[src/rtl/uart_pkg.sv]
// Shared types and default sizes for the UART receive-side buffer.
package uart_pkg;

  localparam int DEFAULT_DEPTH         = 8;
  localparam int DEFAULT_TIMEOUT_TICKS = 40;

  typedef struct packed {
    logic       err;
    logic [7:0] data;
  } rx_entry_t;

  typedef enum logic {
    READY,
    HOLD
  } rts_state_t;

endpackage

[src/rtl/uart_rx_fifo_mem.sv]
// 2^ADDR_W x 9 register array: synchronous write port, combinational read port.
module uart_rx_fifo_mem
  import uart_pkg::*;
#(
  parameter int ADDR_W = 3
) (
  input  logic              clk,
  input  logic              i_wrEn,
  input  logic [ADDR_W-1:0] i_wrAddr,
  input  rx_entry_t         i_wrData,
  input  logic [ADDR_W-1:0] i_rdAddr,
  output rx_entry_t         o_rdData
);

  rx_entry_t r_mem [2**ADDR_W];

  // Contents need no reset: the read side is masked until an entry is written.
  always_ff @(posedge clk) begin
    if (i_wrEn) begin
      r_mem[i_wrAddr] <= i_wrData;
    end
  end

  assign o_rdData = r_mem[i_rdAddr];

endmodule

[src/rtl/uart_rx_fifo.sv]
// First-word-fall-through RX byte buffer with overrun flag and rts hysteresis.
// Define UART_RX_FIFO_TIMEOUT_EN to build the idle-timeout counter driven by tick.
module uart_rx_fifo
  import uart_pkg::*;
#(
  parameter int DEPTH         = DEFAULT_DEPTH,
  parameter int HIGH_WATER    = DEPTH - 2,
  parameter int LOW_WATER     = DEPTH / 2,
  parameter int TIMEOUT_TICKS = DEFAULT_TIMEOUT_TICKS
) (
  input  logic                       clk,
  input  logic                       reset,
  input  logic                       clear,
  input  logic [7:0]                 rx_data,
  input  logic                       rx_done,
  input  logic                       rx_err,
  input  logic                       pop,
  output logic [7:0]                 rd_data,
  output logic                       rd_err,
  output logic                       empty,
  output logic                       full,
  output logic [$clog2(DEPTH+1)-1:0] count,
  output logic                       overrun,
  output logic                       rts,
  input  logic                       tick,
  output logic                       timeout
);

  localparam int AW = $clog2(DEPTH);
  localparam int CW = $clog2(DEPTH + 1);
  localparam logic [CW-1:0] FULL_CNT = CW'(DEPTH);
  localparam logic [CW-1:0] HIGH_CNT = CW'(HIGH_WATER);
  localparam logic [CW-1:0] LOW_CNT  = CW'(LOW_WATER);

  logic [AW-1:0] r_wrPtr;
  logic [AW-1:0] r_rdPtr;
  logic [CW-1:0] r_count;
  logic          r_overrun;
  rts_state_t    r_rtsState;

  logic          w_push;
  logic          w_pushOk;
  logic          w_popOk;
  logic          w_empty;
  logic          w_full;
  logic [CW-1:0] w_countNext;
  rts_state_t    w_rtsNext;
  rx_entry_t     w_wrEntry;
  rx_entry_t     w_head;

  assign w_empty  = (r_count == '0);
  assign w_full   = (r_count == FULL_CNT);
  assign w_push   = rx_done | rx_err;
  // A push into a full buffer still lands when a pop frees a slot on the same edge.
  assign w_popOk  = pop & ~w_empty & ~clear;
  assign w_pushOk = w_push & (~w_full | w_popOk) & ~clear;

  assign w_wrEntry.err  = rx_err;
  assign w_wrEntry.data = rx_data;

  assign w_countNext = clear ? '0 : (r_count + CW'(w_pushOk) - CW'(w_popOk));

  uart_rx_fifo_mem #(
    .ADDR_W (AW)
  ) u_mem (
    .clk      (clk),
    .i_wrEn   (w_pushOk),
    .i_wrAddr (r_wrPtr),
    .i_wrData (w_wrEntry),
    .i_rdAddr (r_rdPtr),
    .o_rdData (w_head)
  );

  always_ff @(posedge clk or posedge reset) begin
    if (reset) begin
      r_wrPtr   <= '0;
      r_rdPtr   <= '0;
      r_count   <= '0;
      r_overrun <= 1'b0;
    end else if (clear) begin
      r_wrPtr   <= '0;
      r_rdPtr   <= '0;
      r_count   <= '0;
      r_overrun <= 1'b0;
    end else begin
      if (w_pushOk) r_wrPtr <= r_wrPtr + 1'b1;
      if (w_popOk)  r_rdPtr <= r_rdPtr + 1'b1;
      r_count <= w_countNext;
      if (w_push && w_full && !w_popOk) r_overrun <= 1'b1;
    end
  end

  always_ff @(posedge clk or posedge reset) begin
    if (reset) r_rtsState <= READY;
    else       r_rtsState <= w_rtsNext;
  end

  // Hysteresis is judged on the post-edge count so rts moves with count.
  always_comb begin
    w_rtsNext = r_rtsState;
    if (clear) begin
      w_rtsNext = READY;
    end else begin
      case (r_rtsState)
        READY:   if (w_countNext >= HIGH_CNT) w_rtsNext = HOLD;
        HOLD:    if (w_countNext <= LOW_CNT)  w_rtsNext = READY;
        default: w_rtsNext = READY;
      endcase
    end
  end

  assign rd_data = w_empty ? 8'h00 : w_head.data;
  assign rd_err  = w_empty ? 1'b0  : w_head.err;
  assign empty   = w_empty;
  assign full    = w_full;
  assign count   = r_count;
  assign overrun = r_overrun;
  assign rts     = (r_rtsState == READY);

`ifdef UART_RX_FIFO_TIMEOUT_EN
  localparam int TW = $clog2(TIMEOUT_TICKS + 1);
  localparam logic [TW-1:0] TO_LAST = TW'(TIMEOUT_TICKS - 1);

  logic [TW-1:0] r_idleCnt;
  logic          r_timeout;

  // Counts ticks of inactivity while data sits unread; the counter parks once it fires.
  always_ff @(posedge clk or posedge reset) begin
    if (reset) begin
      r_idleCnt <= '0;
      r_timeout <= 1'b0;
    end else if (clear) begin
      r_idleCnt <= '0;
      r_timeout <= 1'b0;
    end else begin
      if (w_popOk) r_timeout <= 1'b0;
      if (w_empty || w_push || w_popOk) begin
        r_idleCnt <= '0;
      end else if (tick) begin
        if (r_idleCnt == TO_LAST) r_timeout <= 1'b1;
        else                      r_idleCnt <= r_idleCnt + 1'b1;
      end
    end
  end

  assign timeout = r_timeout;
`else
  logic [1:0] w_unusedTimeout;
  assign w_unusedTimeout = {tick, TIMEOUT_TICKS[0]};
  assign timeout = 1'b0;
`endif

endmodule

[config.mk]
export PLATFORM = sky130hd
export DESIGN_NAME = uart_rx_fifo
export DESIGN_NICKNAME = d
export VERILOG_FILES = /design/src/rtl/uart_pkg.sv /design/src/rtl/uart_rx_fifo_mem.sv /design/src/rtl/uart_rx_fifo.sv
export SDC_FILE = /design/constraint.sdc
export NUM_CORES = 1
export LEC_CHECK = 0
export BUFFER_PORTS_ARGS = -buffer_cell sky130_fd_sc_hd__buf_2
export CAP_MARGIN = 20
export CORE_ASPECT_RATIO = 0.5
export CORE_UTILIZATION = 25
export CTS_CLUSTER_SIZE = 30
export DETAILED_ROUTE_END_ITERATION = 8
export PLACE_DENSITY = 0.36
export SYNTH_ARGS = -nofsm -noshare
export SYNTH_HDL_FRONTEND = slang
export SYNTH_SLANG_ARGS = --single-unit
[constraint.sdc]
create_clock -name clk -period 2.9 [get_ports clk]
set_input_delay 0.725 -clock clk [delete_from_list [all_inputs] [get_ports clk]]
set_output_delay 0.725 -clock clk [all_outputs]
set_load 0.01 [all_outputs]
Word-level counts from Yosys, hierarchy flattened

Memories as Yosys holds them, arrays and structs flattened.
Index checks and enable logic that the tools add are counted.

Memories kept: 1
Memory bits (writable): 72
Output and inout port bits: 18
Bits in registers: 12

Mux-type cells: 16
Add/subtract/negate cells: 4
$lt $le $gt $ge: 2
Bitwise operators: 10
Eq/ne operators: 1
Reductions and logical operators: 7

Memory list:

| name        | depth | bits a word | rd ports | clocked after Yosys merged registers in | wr ports | line                   | source |
|---|---|---|---|---|---|---|---|
| u_mem.r_mem | 8     | 9           | 1        | 0                                       | 1        | uart_rx_fifo_mem.sv:15 | `rx_entry_t r_mem [2**ADDR_W];` |

Operator list:

| operator              | number |
|---|---|
| $mux W3               | 4 |
| $mux W1               | 8 |
| $mux W4               | 2 |
| $mux W8               | 1 |
| $add A3 B1 Y3 const B | 2 |
| $reduce_bool A2 Y1    | 3 |
| $add A4 B1 Y4         | 1 |
| $and A1 B1 Y1         | 4 |
| $eq A4 B4 Y1 const B  | 1 |
| $ge A4 B3 Y1 const B  | 1 |
| $le A4 B3 Y1 const B  | 1 |
| $logic_not A4 Y1      | 1 |
| $not A1 Y1            | 4 |
| $sub A4 B1 Y4         | 1 |
| $logic_and A1 B1 Y1   | 2 |
| $or A1 B1 Y1          | 2 |
| $pmux W1 S2           | 1 |
| $logic_not A1 Y1      | 1 |

Logic depth before layout (Yosys ltp)

Gate-level depths: netlist of the first run.

Depth in word-level cells: 14
Gate-level depth with buffers: 12

Cells and area by module

A second synthesis of the first run with hierarchy kept.

Cells, all modules: 205
Area total of the unflattened synthesis: 3676.0 um^2

Modules (own cells, without submodules):

| module           | instances | cells an instance | area an instance (um^2) |
|---|---|---|---|
| uart_rx_fifo_mem | 1         | 117               | 2839.0 |
| uart_rx_fifo     | 1         | 88                | 837.1 |

Worst setup path after synthesis of the first run

No wires, ideal clock.

Kind: register to register
Start point: register r_count[2] (netlist: count[2])
End point: register r_rtsState
Clock period less this slack: 2789 ps
Data arrival time: 2663 ps
Library setup time: 126 ps
Buffers on the path: 0
Required time: 2774 ps
Path slack: 111 ps
Stages on the path, launching flop included: 13
Cells stage by stage: dfrtp_1 -> inv_1 -> ha_1 -> or3b_1 -> inv_1 -> nor3_1 -> ha_1 -> inv_1 -> ha_1 -> fa_1 -> xnor2_1 -> nor2_1 -> a221o_1

Word-level cells in the longest chain between the ends: 14
Elaborated cells on any way between the ends: 18
Those cells by class: add/sub: 2; order compare: 2; eq/ne: 1; mux: 5; bitwise: 7; reduce/logical: 1

RTL lines:

| what                                                | line                                     | source |
|---|---|---|
| start, declared                                     | uart_rx_fifo.sv:37                       | `logic [CW-1:0] r_count;` |
| start signal, assigned                              | uart_rx_fifo.sv:88                       | `r_count <= w_countNext;` |
| $logic_not A4 Y1 *                                  | uart_rx_fifo.sv:51                       | `assign w_empty = (r_count == '0);` |
| net empty                                           | uart_rx_fifo.sv:20                       | `output logic empty,` |
| $not A1 Y1 *                                        | uart_rx_fifo.sv:55                       | `assign w_popOk = pop & ~w_empty & ~clear;` |
| $and A1 B1 Y1 * (2 in a row)                        | uart_rx_fifo.sv:55                       |  |
| $or A1 B1 Y1                                        | uart_rx_fifo.sv:56                       | `assign w_pushOk = w_push & (~w_full \| w_popOk) & ~clear;` |
| $and A1 B1 Y1 (2 in a row)                          | uart_rx_fifo.sv:56                       |  |
| $add A4 B1 Y4                                       | uart_rx_fifo.sv:61                       | `assign w_countNext = clear ? '0 : (r_count + CW'(w_pushOk) - CW'(w_popOk));` |
| $sub A4 B1 Y4 *                                     | uart_rx_fifo.sv:61                       |  |
| $mux W4 *                                           | uart_rx_fifo.sv:61                       |  |
| $le A4 B3 Y1 / $ge A4 B3 Y1 (equally long branches) | uart_rx_fifo.sv:106, uart_rx_fifo.sv:105 |  |
| $mux W1, on equally long branches                   | uart_rx_fifo.sv:106, uart_rx_fifo.sv:105 |  |
| $pmux W1 S2 *                                       | uart_rx_fifo.sv:104                      | `case (r_rtsState)` |
| $mux W1 *                                           | uart_rx_fifo.sv:101                      | `if (clear) begin` |
| net w_rtsNext                                       | uart_rx_fifo.sv:47                       | `rts_state_t w_rtsNext;` |
| end signal, assigned                                | uart_rx_fifo.sv:95                       | `else r_rtsState <= w_rtsNext;` |
| end, declared                                       | uart_rx_fifo.sv:39                       | `rts_state_t r_rtsState;` |

Mark *: on every way through the listed nets, which the timed path passes. The rest lies on a longest branch.
A chain may end at the register's enable or synchronous reset.

Worst setup path after layout of the first run

Start point: register r_count[2] (netlist: count[2])
End point: output port rd_data[3]

Word-level cells in the longest chain between the ends: 2

RTL lines:

| what             | line                | source |
|---|---|---|
| $logic_not A4 Y1 | uart_rx_fifo.sv:51  |  |
| $mux W8          | uart_rx_fifo.sv:112 | `assign rd_data = w_empty ? 8'h00 : w_head.data;` |
| end, declared    | uart_rx_fifo.sv:18  | `output logic [7:0] rd_data,` |

No other way between the ends.

==> results of run 1 <==
## cells by family (layout without fill, tap and decap cells)
group / after synthesis / in the layout / share of synthesized area
simple gates: 35 / 36 / 0.0544
fa+ha+maj: 9 / 9 / 0.0343
compound gates: 27 / 27 / 0.0558
buf+inv: 19 / 74 / 0.0232
flops: 84 / 84 / 0.704
other cells: 1 / 1 / 0.00107
mux: 21 / 21 / 0.125
xor+xnor: 1 / 1 / 0.00250
## worst register-to-register path, stage by stage, from the launching register on
cell and delay [ns]:
dfrtp_1 0.39, inv_2 0.08, ha_1 0.14, or3b_2 0.46
o211ai_1 0.20, ha_1 0.26, inv_1 0.06, ha_2 0.18
fa_1 0.42, a21o_1 0.17, a221o_1 0.30
## metrics by stage
stage	power [mW]	hold slack (ns)
floorplan	2.22	0.529
global placement	2.66	0.505
detailed placement	2.67	0.497
CTS	3.74	0.437
global route	3.93	0.459
finish	3.70	0.422
## sequential cells by signal, indices dropped and copies added (netlist names)
signal       flops
r_rdPtr          3
r_wrPtr          3
count            4
u_mem.r_mem     72
r_rtsState       1
overrun          1
## power by group through the flow
stage | clock network [mW] | registers, mW | logic, mW
final | 1.05 | 1.50 | 1.15
after global routing | 1.13 | 1.51 | 1.29
after CTS | 1.08 | 1.50 | 1.16
after detailed placement | 0 | 1.52 | 1.15
after global placement | 0 | 1.52 | 1.14
after floorplan | 0 | 1.51 | 0.712
## how the worst max path moves through the flow
| stage | to | slack, ns | cells after the start |
|---|---|---|---|
| floorplan | r_rtsState | 0.11 | 12 |
| global placement | rd_data[3] | -0.005 | 7 |
| detailed placement | rd_data[3] | -0.03 | 7 |
| CTS | r_rtsState | 0.02 | 12 |
| global route | rd_data[3] | -0.03 | 7 |
| finish | rd_data[3] | 0.07 | 7 |
## placed cells by master, fill, tap and decap left out, drive strengths merged
cell,synthesis,final
a211o,1,1
a21o,2,2
a21oi,6,6
a221o,1,1
a22o,9,9
a31oi,1,1
and2,2,3
buf,5,47
clkbuf,2,9
clkinvlp,0,4
conb,1,1
dfrtp,12,12
edfxtp,72,72
fa,1,1
ha,8,8
inv,12,14
mux2,1,1
mux2i,2,2
mux4,18,18
nand2,2,2
nand2b,1,1
nand3,4,4
nor2,8,8
nor2b,4,4
nor3,7,7
o2111ai,1,1
o211ai,2,2
o21ai,3,3
o31ai,1,1
or2,3,3
or3,1,1
or3b,3,3
xnor2,1,1
## timing repair
item | CTS | global route
pin swaps | 0 | 1
gates cloned | 0 | 1
setup endpoints to repair | 9 | 10
setup buffers | 0 | 0
resized for setup | 6 | 4
## area by class of cell
cell class | count | area (um^2)
Tap cell | 192 | 240
Inverter | 12 | 45.0
Clock inverter | 6 | 47.5
Multi-Input combinational cell | 95 | 981
Timing Repair Buffer | 47 | 290
Sequential cell | 84 | 2460
Clock buffer | 9 | 225
Fill cell | 1358 | 9300
## metal layers
layer	vias to the layer above	share of wire	wire length, um
li1	883	-	-
met1	976	0.47	3680
met2	33	0.48	3720
met3	10	0.039	305
met4	0	0.013	98
met5	-	0	0
==> flow_summary.yaml, run 1 <==
pwr:
  p_comb_frac: 0.312
  ir_drop_uv: 318
  leakage_nw: 1.54
  power.switching_mw: 1.14
  clkPwrFrac: 0.283
  powerDensity_nw_per_um2: 862
  swShare: 0.308
  pwr-share-seq: 0.405
  p_int_mw: 2.56
sta:
  fin_crit_sh: 0.977
  final.setup.tns_ns: 0
  clock_skew_ns: 0.00360
  slew_violations: 0
  finalHoldViolations: 0
  worst_slack_ns: 0.0676
  worst_pin_slew_ns: 0.541
  final-setup-viol-count: 0
  relSlewSlack: 0.639
  period_minus_slack_ns: 2.83
  fmax_mhz: 353
  rsz0062_at_grt: "yes"
critical_path:
  max_stage_delay_ns: 0.39
  worstSetupStartpointType: "register"
  cp_max_fo: 5
  r2r_end: "r_rtsState"
  rr_worst_depth: 10
  cp-end-kind: "output pin"
  critPathBufInv: 3
  path_cells: "inv_2 > ha_2 > or3b_4 > buf_4 > and2_4 > a22o_1 > buf_2"
  cpMaxStageDelayCell: "dfrtp_1"
  r2r_start: "count[2]"
  crit_start: "count[2]"
  critPathKind: "reg -> out"
  cpLargestDelayFamily: "simple AND/OR/NAND/NOR gates"
  required_ns: 2.17
  r2r_slack_ns: 0.12
  crit_arrival_ns: 2.11
global_route:
  grt_pass1_wl_um: 12000
  grt_use_total: 0.117
  antenna_found_initial: 0
  grt.busiest_layer: "met2"
  gr-usage-met3: 0.0346
  use_met2: 0.199
  grt_start_max_net_pins: 19
  use_met1: 0.144
  grt-ovfl-total: 0
  grt_pass1_vias: 2182
logic_synthesis:
  synth.distinct_cells: 36
  synth_ff_type: "edfxtp_1"
  syn_nets: 221
  yosys-top-cells-count: "72 x edfxtp_1, 18 x mux4_2, 12 x dfrtp_1, 12 x inv_1, 9 x a22o_1"
  synth_area_per_cell_um2: 17.8
  ys_seq_area_frac: 0.704
  syn_area_um2: 3500
  async_flop_share: 0.143
  synth_edf_count: 72
  synthTopCellsByArea: "edfxtp_1 62%, mux4_2 12%, dfrtp_1 8.6%"
  syn_inst: 197
  ys_warn_count: 0
  yosysTopAreaCell: "edfxtp_1"
  synth_top_cell_area_share: 0.618
  synth-seq-cells: 84
  yosysMostFrequentCell: "edfxtp_1"
drt:
  dr.pass1.iters: 6
  finalWirelength_um: 7800
  viasPerCell: 4.27
  vias: 1902
  postRouteAntennaNets: 0
  drc: 0
  wl_per_cell_um: 17.5
  drt_iter0_markers: 55
clocking:
  numClockSinks: 84
  cts_buffers: 9
  cts_buffer_depth: 2
  clk_latency_ns: 0.33
  htreeDepth: 3
  cts_root_buffer: "clkbuf_16"
  ctsHoldBuffers: 0
  tritoncts: "built"
  cts.reportedPaths.clkPinSlew_ns: 0.06
die:
  io_pins: 33
  die-area_um2: 14500
  coreArea_um2: 13600
  start_util: 0.257
  die_y_um: 85.6
  die_w_um: 169
  rows: 30
run_status:
  status: "finished, final reports clean"
cells_and_area:
  drive_gt1_frac: 0.372
  final_util: 0.316
  final_cells: 445
  fin_nets: 273
  final_cell_area_um2: 4290
  syn_to_final_growth_pct: 22.7
  antenna_cells: 0
placement:
  dpl.cell_count: 429
  dp_slack_ns: -0.0316
  placed_area_um2: 3990
  portBuffers: 30
  place.gp.congestion: 0.748
  hpwlAfterDp_um: 4870
worst_hold_path:
  hp-class: "in -> async"
flow_run:
  max_cap_viol_count: 0
Note: power is estimated with default switching activity, not from simulation.
==> inputs of run 2 (changes only) <==
--- a/config.mk
+++ b/config.mk
@@ -11,6 +11,7 @@
 export CORE_UTILIZATION = 25
 export CTS_CLUSTER_SIZE = 30
 export DETAILED_ROUTE_END_ITERATION = 8
+export GPL_TIMING_DRIVEN = 0
 export PLACE_DENSITY = 0.36
 export SYNTH_ARGS = -nofsm -noshare
 export SYNTH_HDL_FRONTEND = slang
==> flow_summary.yaml, run 2 (same netlist as run 1, synthesis figures left out) <==
drt:
  wl_per_cell_um: 17.9
  wl_met1_um: 3810
  drc: 0
  drt_iter0_markers: 117
  highest_layer: "met4"
  finalWirelength_um: 7950
  dr.pass1.iters: 4
  postRouteAntennaNets: 0
  wl_met2_um: 3680
  viasPerCell: 4.23
  vias: 1872
  met3_length_um: 356
pwr:
  leakage_nw: 1.55
  ir_drop_uv: 335
  powerDensity_nw_per_um2: 878
die:
  coreArea_um2: 13600
  die-area_um2: 14500
  die_y_um: 85.6
  die_w_um: 169
  rows: 30
  start_util: 0.257
  io_pins: 33
critical_path:
  cpLargestDelayFamily: "simple AND/OR/NAND/NOR gates"
  critPathBufInv: 3
  r2r_start: "count[2]"
  cp_max_fo: 9
  required_ns: 2.17
  r2r_end: "r_rtsState"
  critPathKind: "reg -> out"
  cpMaxStageDelayCell: "or3b_4"
  rr_worst_depth: 12
  worstSetupStartpointType: "register"
  crit_arrival_ns: 2.07
  r2r_slack_ns: 0.17
  cp-end-kind: "output pin"
  path_cells: "inv_2 > ha_4 > or3b_4 > and2_1 > buf_6 > a22o_1 > buf_2"
  max_stage_delay_ns: 0.41
sta:
  relSlewSlack: 0.399
  fmax_mhz: 357
  worst_pin_slew_ns: 0.897
  rsz0062_at_grt: "no"
  final.setup.tns_ns: 0
  period_minus_slack_ns: 2.80
  slew_violations: 0
  finalHoldViolations: 0
  final-setup-viol-count: 0
  fin_crit_sh: 0.965
  clock_skew_ns: 0.00353
  worst_slack_ns: 0.100
worst_hold_path:
  hp-class: "in -> async"
clocking:
  clk_latency_ns: 0.33
  tritoncts: "built"
  ctsHoldBuffers: 0
  cts_buffers: 9
  numClockSinks: 84
  cts_root_buffer: "clkbuf_16"
  cts.reportedPaths.clkPinSlew_ns: 0.06
  cts_buffer_depth: 2
  htreeDepth: 3
cells_and_area:
  final_cell_area_um2: 4340
  antenna_cells: 0
  largest_reg_flops: 72
  drive_gt1_frac: 0.386
  final_cells: 443
  top_register: "u_mem.r_mem"
  fin_nets: 270
  final_common_cell: "edfxtp_1"
  final_util: 0.320
  mostFrequentLayoutCells: "72 x edfxtp_1, 31 x buf_2, 18 x mux4_2, 12 x dfrtp_1"
  syn_to_final_growth_pct: 24.1
placement:
  dpl.cell_count: 425
  dp_slack_ns: -0.281
  placed_area_um2: 3980
  portBuffers: 30
  place.gp.congestion: 0.761
  hpwlAfterDp_um: 5270
run_status:
  status: "finished, final reports clean"
flow_run:
  max_cap_viol_count: 0
global_route:
  antenna_found_initial: 0
  grt_pass1_vias: 1925
  grt-ovfl-total: 0
  grt_pass1_wl_um: 11900
  grt_start_max_net_pins: 16
  grt_use_total: 0.119
## run 2: changes by cell type in the layout (fill, tap and decap cells not counted), moves of 4 or more
| cell | change |
|---|---|
| buf_4 | -9 |
| nor3_1 | -6 |
| nor3_2 | +6 |
| buf_6 | +4 |
## run 2: report_power, final
group | switching (mW) | internal (mW)
combinational | 0.619 | 0.544
clock | 0.470 | 0.675
sequential | 0.0722 | 1.43
total | 1.16 | 2.65
## run 2: per-stage QoR
| stage | total power [mW] | hold slack [ns] |
|---|---|---|
| CTS | 3.83 | 0.436 |
| global placement | 2.60 | 0.514 |
| global route | 4.04 | 0.456 |
| detailed placement | 2.63 | 0.492 |
| floorplan | 2.22 | 0.529 |
| finish | 3.81 | 0.420 |
## run 2: repair_timing
| item | in CTS | in global routing |
|---|---|---|
| pin swaps | 0 | 4 |
| cloned | 0 | 0 |
| gates resized for setup | 10 | 8 |
| setup endpoints to repair | 10 | 10 |
| buffers inserted | 0 | 2 |
## run 2: area by class of cell
cell class / instances / area, um^2
plain buffers: 7 / 48.8
clock buffers: 10 / 229
clock inverters: 6 / 71.3
fillers: 1355 / 9250
inverters: 12 / 47.5
multi-input cells: 94 / 1020
flip-flops and latches: 84 / 2460
well taps: 192 / 240
repair buffers: 38 / 221
## run 2: worst max-delay path by stage
stage | to | depth (start not counted) | startpoint | slack (ns)
global placement | u_mem.r_mem[4][6] | 4 | clear | -0.88
global route | rd_data[3] | 7 | count[3] | 0.003
detailed placement | r_rtsState | 10 | clear | -0.28
finish | rd_data[3] | 7 | count[2] | 0.10
floorplan | r_rtsState | 12 | count[2] | 0.11
CTS | r_rtsState | 10 | count[2] | 0.01
## run 2: layer usage
layer  track usage  vias to the layer above
met5             0                        -
met4        0.0467                        0
met3        0.0337                        8
met2         0.186                       46
met1         0.158                      947
li1              -                      871
